$ cat src/rtl/mem_access_ctrl.sv
// ============================================================================
// Module   : mem_access_ctrl
// Purpose  : Multi-beat memory access controller. Accepts one core request
//            for 1..2^BEAT_W consecutive bytes and sequences the bus beats.
//            Each beat has programmable wait states, a bus_rdy stretch and
//            optional 256-byte page-wrap address increment.
// Revision : 1.0 - initial release
// ============================================================================
`default_nettype none

module mem_access_ctrl #(
    parameter int AW     = 16,
    parameter int DW     = 8,
    parameter int BEAT_W = 2,
    parameter int WAIT_W = 4
) (
    input  logic                        clk,
    input  logic                        rst,
    input  logic                        req,
    input  logic                        we,
    input  logic                        src_pc,
    input  logic [AW-1:0]               pc,
    input  logic [AW-1:0]               addr,
    input  logic [BEAT_W-1:0]           len,
    input  logic [WAIT_W-1:0]           waits,
    input  logic                        page_wrap,
    input  logic [DW*(2**BEAT_W)-1:0]   wdata,
    output logic                        busy,
    output logic                        done,
    output logic [DW*(2**BEAT_W)-1:0]   rdata,
    output logic [AW-1:0]               bus_addr,
    output logic                        bus_we,
    output logic                        bus_oe,
    output logic [DW-1:0]               bus_dout,
    input  logic [DW-1:0]               bus_din,
    input  logic                        bus_rdy
);

    localparam int NBEATS = 2**BEAT_W;
    localparam int WDW    = DW*NBEATS;

    typedef enum logic {
        IDLE   = 1'b0,
        ACCESS = 1'b1
    } state_t;

    state_t             state_q,   state_d;
    logic [AW-1:0]      cur_addr_q, cur_addr_d;
    logic               we_l_q,    we_l_d;
    logic [BEAT_W-1:0]  len_l_q,   len_l_d;
    logic [WAIT_W-1:0]  waits_l_q, waits_l_d;
    logic               pw_l_q,    pw_l_d;
    logic [WDW-1:0]     wdata_l_q, wdata_l_d;
    logic [BEAT_W-1:0]  beat_q,    beat_d;
    logic [WAIT_W-1:0]  wcnt_q,    wcnt_d;
    logic [WDW-1:0]     rdata_q,   rdata_d;
    logic               done_q,    done_d;

    logic [AW-1:0]      addr_inc;

    // Next beat address: either full-width increment or wrap inside the 256-byte page.
    always_comb begin
        if (pw_l_q) begin
            addr_inc = {cur_addr_q[AW-1:8], cur_addr_q[7:0] + 8'd1};
        end else begin
            addr_inc = cur_addr_q + {{(AW-1){1'b0}}, 1'b1};
        end
    end

    // State and datapath registers; reset clears everything including a transaction in flight.
    always_ff @(posedge clk or posedge rst) begin
        if (rst) begin
            state_q    <= IDLE;
            cur_addr_q <= '0;
            we_l_q     <= 1'b0;
            len_l_q    <= '0;
            waits_l_q  <= '0;
            pw_l_q     <= 1'b0;
            wdata_l_q  <= '0;
            beat_q     <= '0;
            wcnt_q     <= '0;
            rdata_q    <= '0;
            done_q     <= 1'b0;
        end else begin
            state_q    <= state_d;
            cur_addr_q <= cur_addr_d;
            we_l_q     <= we_l_d;
            len_l_q    <= len_l_d;
            waits_l_q  <= waits_l_d;
            pw_l_q     <= pw_l_d;
            wdata_l_q  <= wdata_l_d;
            beat_q     <= beat_d;
            wcnt_q     <= wcnt_d;
            rdata_q    <= rdata_d;
            done_q     <= done_d;
        end
    end

    // Request acceptance, wait-state countdown and beat sequencing.
    always_comb begin
        state_d    = state_q;
        cur_addr_d = cur_addr_q;
        we_l_d     = we_l_q;
        len_l_d    = len_l_q;
        waits_l_d  = waits_l_q;
        pw_l_d     = pw_l_q;
        wdata_l_d  = wdata_l_q;
        beat_d     = beat_q;
        wcnt_d     = wcnt_q;
        rdata_d    = rdata_q;
        done_d     = 1'b0;

        case (state_q)
            IDLE: begin
                if (req) begin
                    state_d    = ACCESS;
                    cur_addr_d = src_pc ? pc : addr;
                    we_l_d     = we;
                    len_l_d    = len;
                    waits_l_d  = waits;
                    pw_l_d     = page_wrap;
                    wdata_l_d  = wdata;
                    beat_d     = '0;
                    wcnt_d     = waits;
                    // A read starts from a clean buffer so unused beats read back as zero.
                    if (!we) begin
                        rdata_d = '0;
                    end
                end
            end
            ACCESS: begin
                if (wcnt_q != '0) begin
                    wcnt_d = wcnt_q - {{(WAIT_W-1){1'b0}}, 1'b1};
                end else if (bus_rdy) begin
                    if (!we_l_q) begin
                        rdata_d[beat_q*DW +: DW] = bus_din;
                    end
                    if (beat_q == len_l_q) begin
                        state_d = IDLE;
                        done_d  = 1'b1;
                    end else begin
                        beat_d     = beat_q + {{(BEAT_W-1){1'b0}}, 1'b1};
                        cur_addr_d = addr_inc;
                        wcnt_d     = waits_l_q;
                    end
                end
            end
            default: begin
                state_d = IDLE;
            end
        endcase
    end

    // Outputs decode registers only; bus_addr/bus_dout naturally hold in IDLE.
    always_comb begin
        busy     = (state_q == ACCESS);
        bus_we   = (state_q == ACCESS) && we_l_q;
        bus_oe   = (state_q == ACCESS) && we_l_q;
        bus_addr = cur_addr_q;
        bus_dout = wdata_l_q[beat_q*DW +: DW];
        done     = done_q;
        rdata    = rdata_q;
    end

endmodule

`default_nettype wire

$ cat config.mk
export PLATFORM = sky130hd
export DESIGN_NAME = mem_access_ctrl
export DESIGN_NICKNAME = d
export VERILOG_FILES = /design/src/rtl/mem_access_ctrl.sv
export SDC_FILE = /design/constraint.sdc
export NUM_CORES = 1
export LEC_CHECK = 0
export ABC_AREA = 1
export CORE_UTILIZATION = 30
export DETAILED_ROUTE_END_ITERATION = 8
export PLACE_DENSITY = 0.63
export SKIP_LAST_GASP = 1
export SLEW_MARGIN = 5
export SYNTH_ARGS = -nofsm -noshare
export SYNTH_HDL_FRONTEND = slang
export SYNTH_SLANG_ARGS = --single-unit
$ cat constraint.sdc
create_clock -name clk -period 3.46 [get_ports clk]
set_clock_uncertainty 0.1 [all_clocks]
set_input_delay 0.692 -clock clk [delete_from_list [all_inputs] [get_ports clk]]
set_output_delay 0.692 -clock clk [all_outputs]
set_load 0.05 [all_outputs]
Yosys cells after proc, flatten, opt, wreduce, memory -nomap -nowiden
Cells that the tools add are included.
Widths: inputs -> output; s select.
- mux-type cells: 33
- $mul: 0
- $lt $le $gt $ge: 0
- shift operators: 3
- reduce and logical (&&, ||, !) cells: 7
- bitwise gates (word level): 1
- divide/modulo/power cells: 0
- equality and inequality tests: 10
- $add $sub $neg: 5
- operators with widths (operator ; number):
    $mux 32 ; 5
    $mux 16 ; 6
    $pmux 32 s2 ; 1
    $neg 5->34 ; 1
    $shift 8x34->32 const A ; 1
    $shiftx 8x34->32 ; 1
    $bwmux 32 ; 1
    $pmux 16 s2 ; 1
    $shiftx 32x6->8 ; 1
    $add 16x1->16 const B ; 1
    $mux 4 ; 4
    $ne 2x2->1 const B ; 7
    $reduce_and 5->1 ; 2
    $add 8x1->8 const B ; 1
    $mux 1 ; 8
    $mux 2 ; 4
    $pmux 4 s2 ; 1
    $pmux 2 s2 ; 1
    $reduce_and 4->1 ; 1
    $reduce_bool 4->1 ; 1
    $sub 4x1->4 const B ; 1
    $ne 3x2->1 const B ; 1
    $ne 3x3->1 const B ; 1
    $reduce_and 3->1 ; 1
    other kinds (6) ; 6
- bits in writable memories: 0
- bits in latches: 0
- memories: 0
- bits of input ports: 85
- output and inout bits: 60
- register bits: 96
- bits in read-only memories: 0
- logic and storage cells: 71

Depth between registers and ports, before layout
Gate-level depths: netlist of run 1.
- depth in word-level cells: 7
- mapped depth: 11
- depth with buffers taken out: 10

Worst setup path after synthesis of run 1
Ideal clock, no wire load.
- path type: flip-flop to output port
- start point: register beat_q[0]
- end point: output port bus_dout[6]
- data required time: 2668 ps
- path slack: 915 ps
- stages on the path, launching flop included: 5
- arrival time: 1753 ps
- buffers on the path: 1
- cell sequence: dfrtp_1 clkinv_1 clkbuf_1 o21ai_0 o22ai_1
- word-level cells in the longest chain between the ends: 1
- ends and longest elaborated chain (item ; RTL line ; text):
    from (decl) ; 54 ; logic [BEAT_W-1:0] beat_q, beat_d;
    from (signal assigned) ; 92 ; beat_q <= beat_d;
    $shiftx 32x6->8 ; 160 ; bus_dout = wdata_l_q[beat_q*DW +: DW];
    to (decl) ; 34 ; output logic [DW-1:0] bus_dout,
Every way passes these cells.

Worst setup path in the final report of run 1
- start point: register state_q, in the netlist busy
- end point: output port busy
- RTL lines (item ; RTL line ; text):
    from (decl) ; 47 ; state_t state_q, state_d;
    from (signal assigned) ; 85 ; state_q <= state_d;
    to (decl) ; 28 ; output logic busy,
No word-level cell between the ends.

==> out/results.tsv, run 1 <==
stage	metric	value	unit
synthesis	synth_area_leader_cell	dfrtp_1	
route	drt-wirelength-per-cell	14.1	um
worst_setup_path	cp_data_arrival_time	1.96	ns
clock_network	cts_sinks	96	
sta	slew_viol_final	0	
layout	final_area	7110	um2
route	drc	0	
route	drtAntennaViolNets	0	
floorplanning	die_h	133	um
power	clock_power_share	0.184	
place	portBuffers	144	
clock_network	worstSkewPairLatency	0.35	ns
grt	grt_overflow	0	
grt	grt_max_degree	44	
layout	multi_input_area	2420	um2
clock_network	clockBufferDepth	2	
grt	grt_pass1_vias	4532	
synthesis	synth-main-ff-cell	dfrtp_1	
sta	relSlewSlack	0.541	
worst_setup_path	cp-start-kind	register	
route	viasPerCell	4.69	
flow_run	maxCapViolations	0	
power	p_sw	2.74	mW
sta	clock.fmax	363	MHz
power	p_seq_frac	0.303	
synthesis	synth-edff-count	0	
layout	area_delta_synth_final	37.5	%
floorplanning	start_util	0.310	
sta	tns	0	ns
grt	grt_first_pass_wirelength	23.1	mm
worst_setup_path	cp.required	2.67	ns
synthesis	synthCells	624	
sta	finalCritPeriodShare	0.796	
worst_setup_path	path_class	register to output pin	
power	power_frac_comb	0.512	
power	p_per_area	850	nW/um2
worst_setup_path	worstPathMaxFanout	29	
clock_network	root_buffer	clkbuf_16	
layout	drive_above_1_share	0.133	
route	wl	13.9	mm
synthesis	synth-async-reset-ratio	1.00	
synthesis	synth_seq_area_share	0.465	
sta	fin_crit	2.75	ns
place	post-place-ws	0.916	ns
sta	rsz0062_at_grt	no	
clock_network	cts_tree	yes	
sta	final-hold-violation-count	0	
place	dp.cells	974	
power	p_leak	3.25	nW
floorplanning	core-area	16700	um2
floorplanning	die_x	133	um
synthesis	postSynthAreaPerCell	8.29	um2
floorplanning	die-area	17800	um2
synthesis	syn-num-nets	716	
synthesis	ys_warn_count	0	
worst_setup_path	cp-end-kind	output pin	
place	dp_hpwl	10.1	mm
grt	antenna_found_initial	0	
place	gp_congestion	0.849	
grt	grt.total_usage	0.165	
clock_network	postCtsSetupRepairBufs	0	
clock_network	ctsHoldBuffers	0	
power	peakVddDrop	0.000517	V
route	via_count	4634	
layout	num_antenna_cells	0	
clock_network	cts_resized	0	
synthesis	synth_top_area_frac	0.465	
synthesis	syn_area	5170	um2
floorplanning	row_count	47	
route	firstDrtPassIters	6	
layout	fin_nets	857	
clock_network	cts_htree_levels	3	
floorplanning	ios	145	
layout	finalNonFillerCells	989	
place	place_area	6780	um2
power	p_int	3.30	mW
outcome	status	finished, final reports clean	
clock_network	cts_buffers	9	
sta	tightest_slew	0.685	ns
route	drt_iter0_drc	270	
synthesis	synth_seq_cells	96	
sta	postLayoutSetupSlackWorst	0.706	ns
synthesis	ys_types	34	
power	swShare	0.454	
synthesis	ys_top_cells_by_area	dfrtp_1 46%, nand2_1 12%, mux2_2 7.4%	
clock_network	clk_pin_slew_worst_paths	0.06	ns
layout	fill_cells	1677	
layout	seq_area	2400	um2
sta	finalSetupViolations	0	
worst_hold_path	hold_path.class	register to register	
-- through the flow --
step	hold WS (ns)	util	power (mW)
final	0.372	0.426	6.04
after global routing	0.391	0.426	6.47
after CTS	0.375	0.426	6.10
after detailed placement	0.360	0.406	4.96
after global placement	0.359	0.406	4.93
after floorplan	0.342	-	4.02
-- registers in the layout, indices dropped and copies added, names as in the netlist --
| name | cells |
|---|---|
| rdata | 32 |
| wdata_l_q | 32 |
| bus_addr | 16 |
| waits_l_q | 4 |
| wcnt_q | 4 |
| beat_q | 2 |
| len_l_q | 2 |
| busy | 1 |
| done | 1 |
| pw_l_q | 1 |
| we_l_q | 1 |
-- critical path, cell delays in order (launching register included) --
cell	delay [ns]
dfrtp_1	0.40
buf_4	0.33
clkdlybuf4s50_1	0.87
-- layout make-up --
cell class | instances | area share
clock inverters | 4 | 0.0109
inverters | 46 | 0.0246
multi-input cells | 459 | 0.341
well taps | 220 | 0.0387
repair buffers | 153 | 0.211
clock buffers | 11 | 0.0356
flip-flops and latches | 96 | 0.338
-- kinds of logic after synthesis --
family / after synthesis / share of synthesized area
multiplexers: 34 / 0.0741
AO/OA/AOI/OAI: 108 / 0.127
flip-flops: 96 / 0.465
XOR/XNOR: 4 / 0.00678
buffers and inverters: 69 / 0.0668
AND/OR/NAND/NOR: 306 / 0.244
adder cells (fa/ha/maj): 7 / 0.0169
-- path summary, 6_finish.rpt --
| check | start | end | slack [ns] | depth (start not counted) |
|---|---|---|---|---|
| setup / recovery | busy | busy | 0.71 | 2 |
| hold / removal | wcnt_q[0] | wcnt_q[0] | 0.37 | 2 |
| setup reg to reg | beat_q[0] | rdata[14] | 1.00 | 6 |
| hold reg to reg | wcnt_q[0] | wcnt_q[0] | 0.37 | 2 |
| max in group asynchronous | rst | wdata_l_q[12] | 2.00 | 3 |
| min in group asynchronous | rst | rdata[2] | 0.61 | 2 |
-- Yosys cell counts (5+ instances only) --
cell type / instances
a21oi_1: 10
nand2_1: 160
clkbuf_1: 5
mux2_2: 34
o21ai_2: 21
o21ai_0: 48
buf_2: 6
buf_6: 10
nor2_1: 99
ha_1: 7
o22ai_1: 14
dfrtp_1: 96
inv_1: 43
nand3_1: 30
o21ai_1: 8
-- layer usage --
layer | track usage | part of all wire | up-vias
li1 | - | - | 2324
met1 | 0.221 | 0.46 | 2148
met2 | 0.253 | 0.45 | 154
met3 | 0.0563 | 0.081 | 8
met4 | 0.0410 | 0.0084 | 0
met5 | 0 | 0 | -
-- placed cells by master (no fill, tap or decap), types with 2 or more instances in the layout --
cell type          n
inv_1             42
nand4_1            4
nor2_1            99
o22ai_1           14
o211ai_1           2
nand2_2            3
xor2_1             3
a21oi_1           10
clkinv_4           2
o21ai_0           48
o21bai_1           3
bufinv_16          2
mux2_2            34
nand2_1          160
nand3_1           30
clkbuf_16          9
o21ai_1            8
clkdlybuf4s50_1  136
clkbuf_8           2
ha_1               7
nand3_2            4
dfrtp_1           96
buf_4             16
o21ai_2           21
inv_2              2
-- power groups by stage --
stage | clock [mW] | sequential (mW) | combinational [mW]
after floorplan | 0 | 2.31 | 1.72
after global placement | 0 | 1.84 | 3.09
after detailed placement | 0 | 1.85 | 3.11
after CTS | 1.15 | 1.83 | 3.12
after global routing | 1.19 | 1.89 | 3.39
final | 1.11 | 1.83 | 3.10
Power figures use the tool's default switching activity.
==> run 2, diff against run 1 <==
--- a/config.mk
+++ b/config.mk
@@ -8,7 +8,7 @@
 export ABC_AREA = 1
 export CORE_UTILIZATION = 30
 export DETAILED_ROUTE_END_ITERATION = 8
-export PLACE_DENSITY = 0.63
+export PLACE_DENSITY = 0.61
 export SKIP_LAST_GASP = 1
 export SLEW_MARGIN = 5
 export SYNTH_ARGS = -nofsm -noshare
==> constraint.sdc (replaced) <==
create_clock -name clk -period 2.8 [get_ports clk]
set_clock_uncertainty 0.1 [all_clocks]
set_input_delay 0.56 -clock clk [delete_from_list [all_inputs] [get_ports clk]]
set_output_delay 0.56 -clock clk [all_outputs]
set_load 0.05 [all_outputs]
==> run 2 against run 1 <==
- combinational power up 25%
- total power up 25%
- via count down 0.69%
- core utilization up 0.16 points
- sequential cell count unchanged
- clock power up 25%
- sequential share of layout area down 0.12 points
- sequential power up 25%
- first-iteration DRC count down 3.0%
- critical path type unchanged
- largest cell class unchanged
- largest power group unchanged
==> out/results.tsv, run 2 (synthesis gave the netlist of run 1 again) <==
stage	metric	value	unit	change
worst_setup_path	cp_top_family	buffers and inverters		
grt	antenna_found_initial	0		unchanged
sta	finalSetupViolations	0		unchanged
power	peakVddDrop	0.000615	V	+19%
clock_network	cts_tree	yes		
grt	grt_overflow	0		unchanged
floorplanning	row_count	47		unchanged
sta	clock.fmax	404	MHz	
worst_setup_path	crit_chain	clkinv_1, o21ai_0, o22ai_1, buf_4		
clock_network	ctsHoldBuffers	0		unchanged
layout	num_antenna_cells	0		unchanged
place	portBuffers	144		unchanged
clock_network	clk_pin_slew_worst_paths	0.07	ns	about the same
worst_setup_path	crit_start	beat_q[0]		
route	drtAntennaViolNets	0		unchanged
floorplanning	die-area	17800	um2	unchanged
worst_setup_path	cp_data_arrival_time	1.82	ns	-0.14 ns
layout	area_delta_synth_final	38.0	%	
route	drt-wirelength-per-cell	14.0	um	-0.63%
clock_network	cts_sinks	96		unchanged
floorplanning	core-area	16700	um2	unchanged
floorplanning	die_h	133	um	unchanged
outcome	status	finished, final reports clean		
worst_setup_path	slowest_stage	clkinv_1		
clock_network	cts_resized	0		unchanged
worst_setup_path	worstPathMaxFanout	19		-34%
worst_setup_path	cp-end-kind	output pin		
worst_setup_path	r2r-end	rdata[10]		
power	power	7.53	mW	+25%
place	dp.cells	973		-0.10%
sta	tns	0	ns	unchanged
grt	grt_max_degree	97		+120%
route	drt_iter0_drc	262		-3.0%
route	drc	0		unchanged
worst_setup_path	r2r_slack	0.40	ns	-0.60 ns
worst_setup_path	path_buf_inv	2		unchanged
sta	relSlewSlack	0.568		+0.0260
worst_setup_path	path_class	register to output pin		
sta	slew_viol_final	0		unchanged
worst_setup_path	cp.required	2.14	ns	-0.53 ns
place	gp_congestion	0.847		-0.26%
route	viasPerCell	4.65		-0.69%
layout	final_common_cell	nand2_1		
clock_network	cts_htree_levels	3		unchanged
clock_network	cts_buffers	9		unchanged
layout	final_core_util	0.427		+0.00157
route	via_count	4602		-0.69%
sta	tightest_slew	0.646	ns	-0.0389 ns
grt	grt.total_usage	0.162		-0.00233
flow_run	maxCapViolations	0		unchanged
layout	fin_nets	856		-0.12%
floorplanning	die_x	133	um	unchanged
route	wl	13.9	mm	-0.63%
worst_setup_path	rr_worst_depth	6		unchanged
worst_hold_path	hold_path.class	register to register		
route	firstDrtPassIters	4		-2
worst_setup_path	max_stage_delay	0.44	ns	-0.43 ns
power	p_per_area	1060	nW/um2	+24%
worst_setup_path	cp-endpoint	bus_dout[3]		
grt	grt_first_pass_wirelength	22.9	mm	-0.93%
floorplanning	ios	145		unchanged
layout	drive_above_1_share	0.135		+0.00260
worst_setup_path	crit_cells	4		+2
layout	final_cell_mix	160 x nand2_1, 133 x clkdlybuf4s50_1, 99 x nor2_1		
layout	finalNonFillerCells	989		unchanged
sta	rsz0062_at_grt	no		
sta	finalCritPeriodShare	0.885		
worst_setup_path	r2r-start	beat_q[0]		
clock_network	postCtsSetupRepairBufs	0		unchanged
clock_network	clockBufferDepth	2		unchanged
place	dp_hpwl	10.0	mm	-1.4%
grt	grt_pass1_vias	4637		+2.3%
power	p_leak	3.25	nW	+0.14%
clock_network	worstSkewPairLatency	0.35	ns	about the same
floorplanning	start_util	0.310		unchanged
worst_setup_path	cp-start-kind	register		
clock_network	root_buffer	clkbuf_16		
sta	fin_crit	2.48	ns	
sta	final-hold-violation-count	0		unchanged
==> run 2: layer usage <==
metal,track usage,wire (um),vias to the layer above
li1,-,-,2318
met2,0.262,6220,124
met3,0.0426,914,13
met5,0,0,-
met4,0.0581,204,0
met1,0.209,6510,2147
==> run 2: worst min path at each step <==
stage	start	to	slack, ns	depth (start not counted)
6_report	rdata[16]	rdata[16]	0.37	2
5_1_grt	rdata[18]	rdata[18]	0.40	2
4_1_cts	wcnt_q[0]	wcnt_q[0]	0.38	2
3_5_place_dp	rdata[16]	rdata[16]	0.36	2
3_3_place_gp	rdata[19]	rdata[19]	0.35	2
2_1_floorplan	wcnt_q[0]	wcnt_q[0]	0.34	2
==> run 2: stage by stage <==
step,instance area (um2),setup WS [ns],hold WS [ns]
final,7130,0.323,0.374
after global routing,7130,0.147,0.396
after CTS,7130,0.307,0.379
after detailed placement,6800,0.386,0.361
after global placement,6800,0.420,0.353
after floorplan,5170,0.387,0.342
==> run 2: report_power, final <==
group / switching, mW / total (mW) / internal [mW]
clock network: 0.557 / 1.39 / 0.834
registers: 0.385 / 2.28 / 1.89
logic: 2.47 / 3.86 / 1.39
==> run 2: layout make-up <==
class	count	area [um2]
fillers	1689	9570
multi-input cells	459	2420
flip-flops and latches	96	2400
repair buffers	152	1520
well taps	220	275
clock buffers	12	256
inverters	46	176
clock inverters	4	76.3
==> run 2: worst min-delay path: cells and delay by family (launching register included) <==
kind | cells | cell delay, ns
flops | 1 | 0.34
simple gates | 2 | 0.10
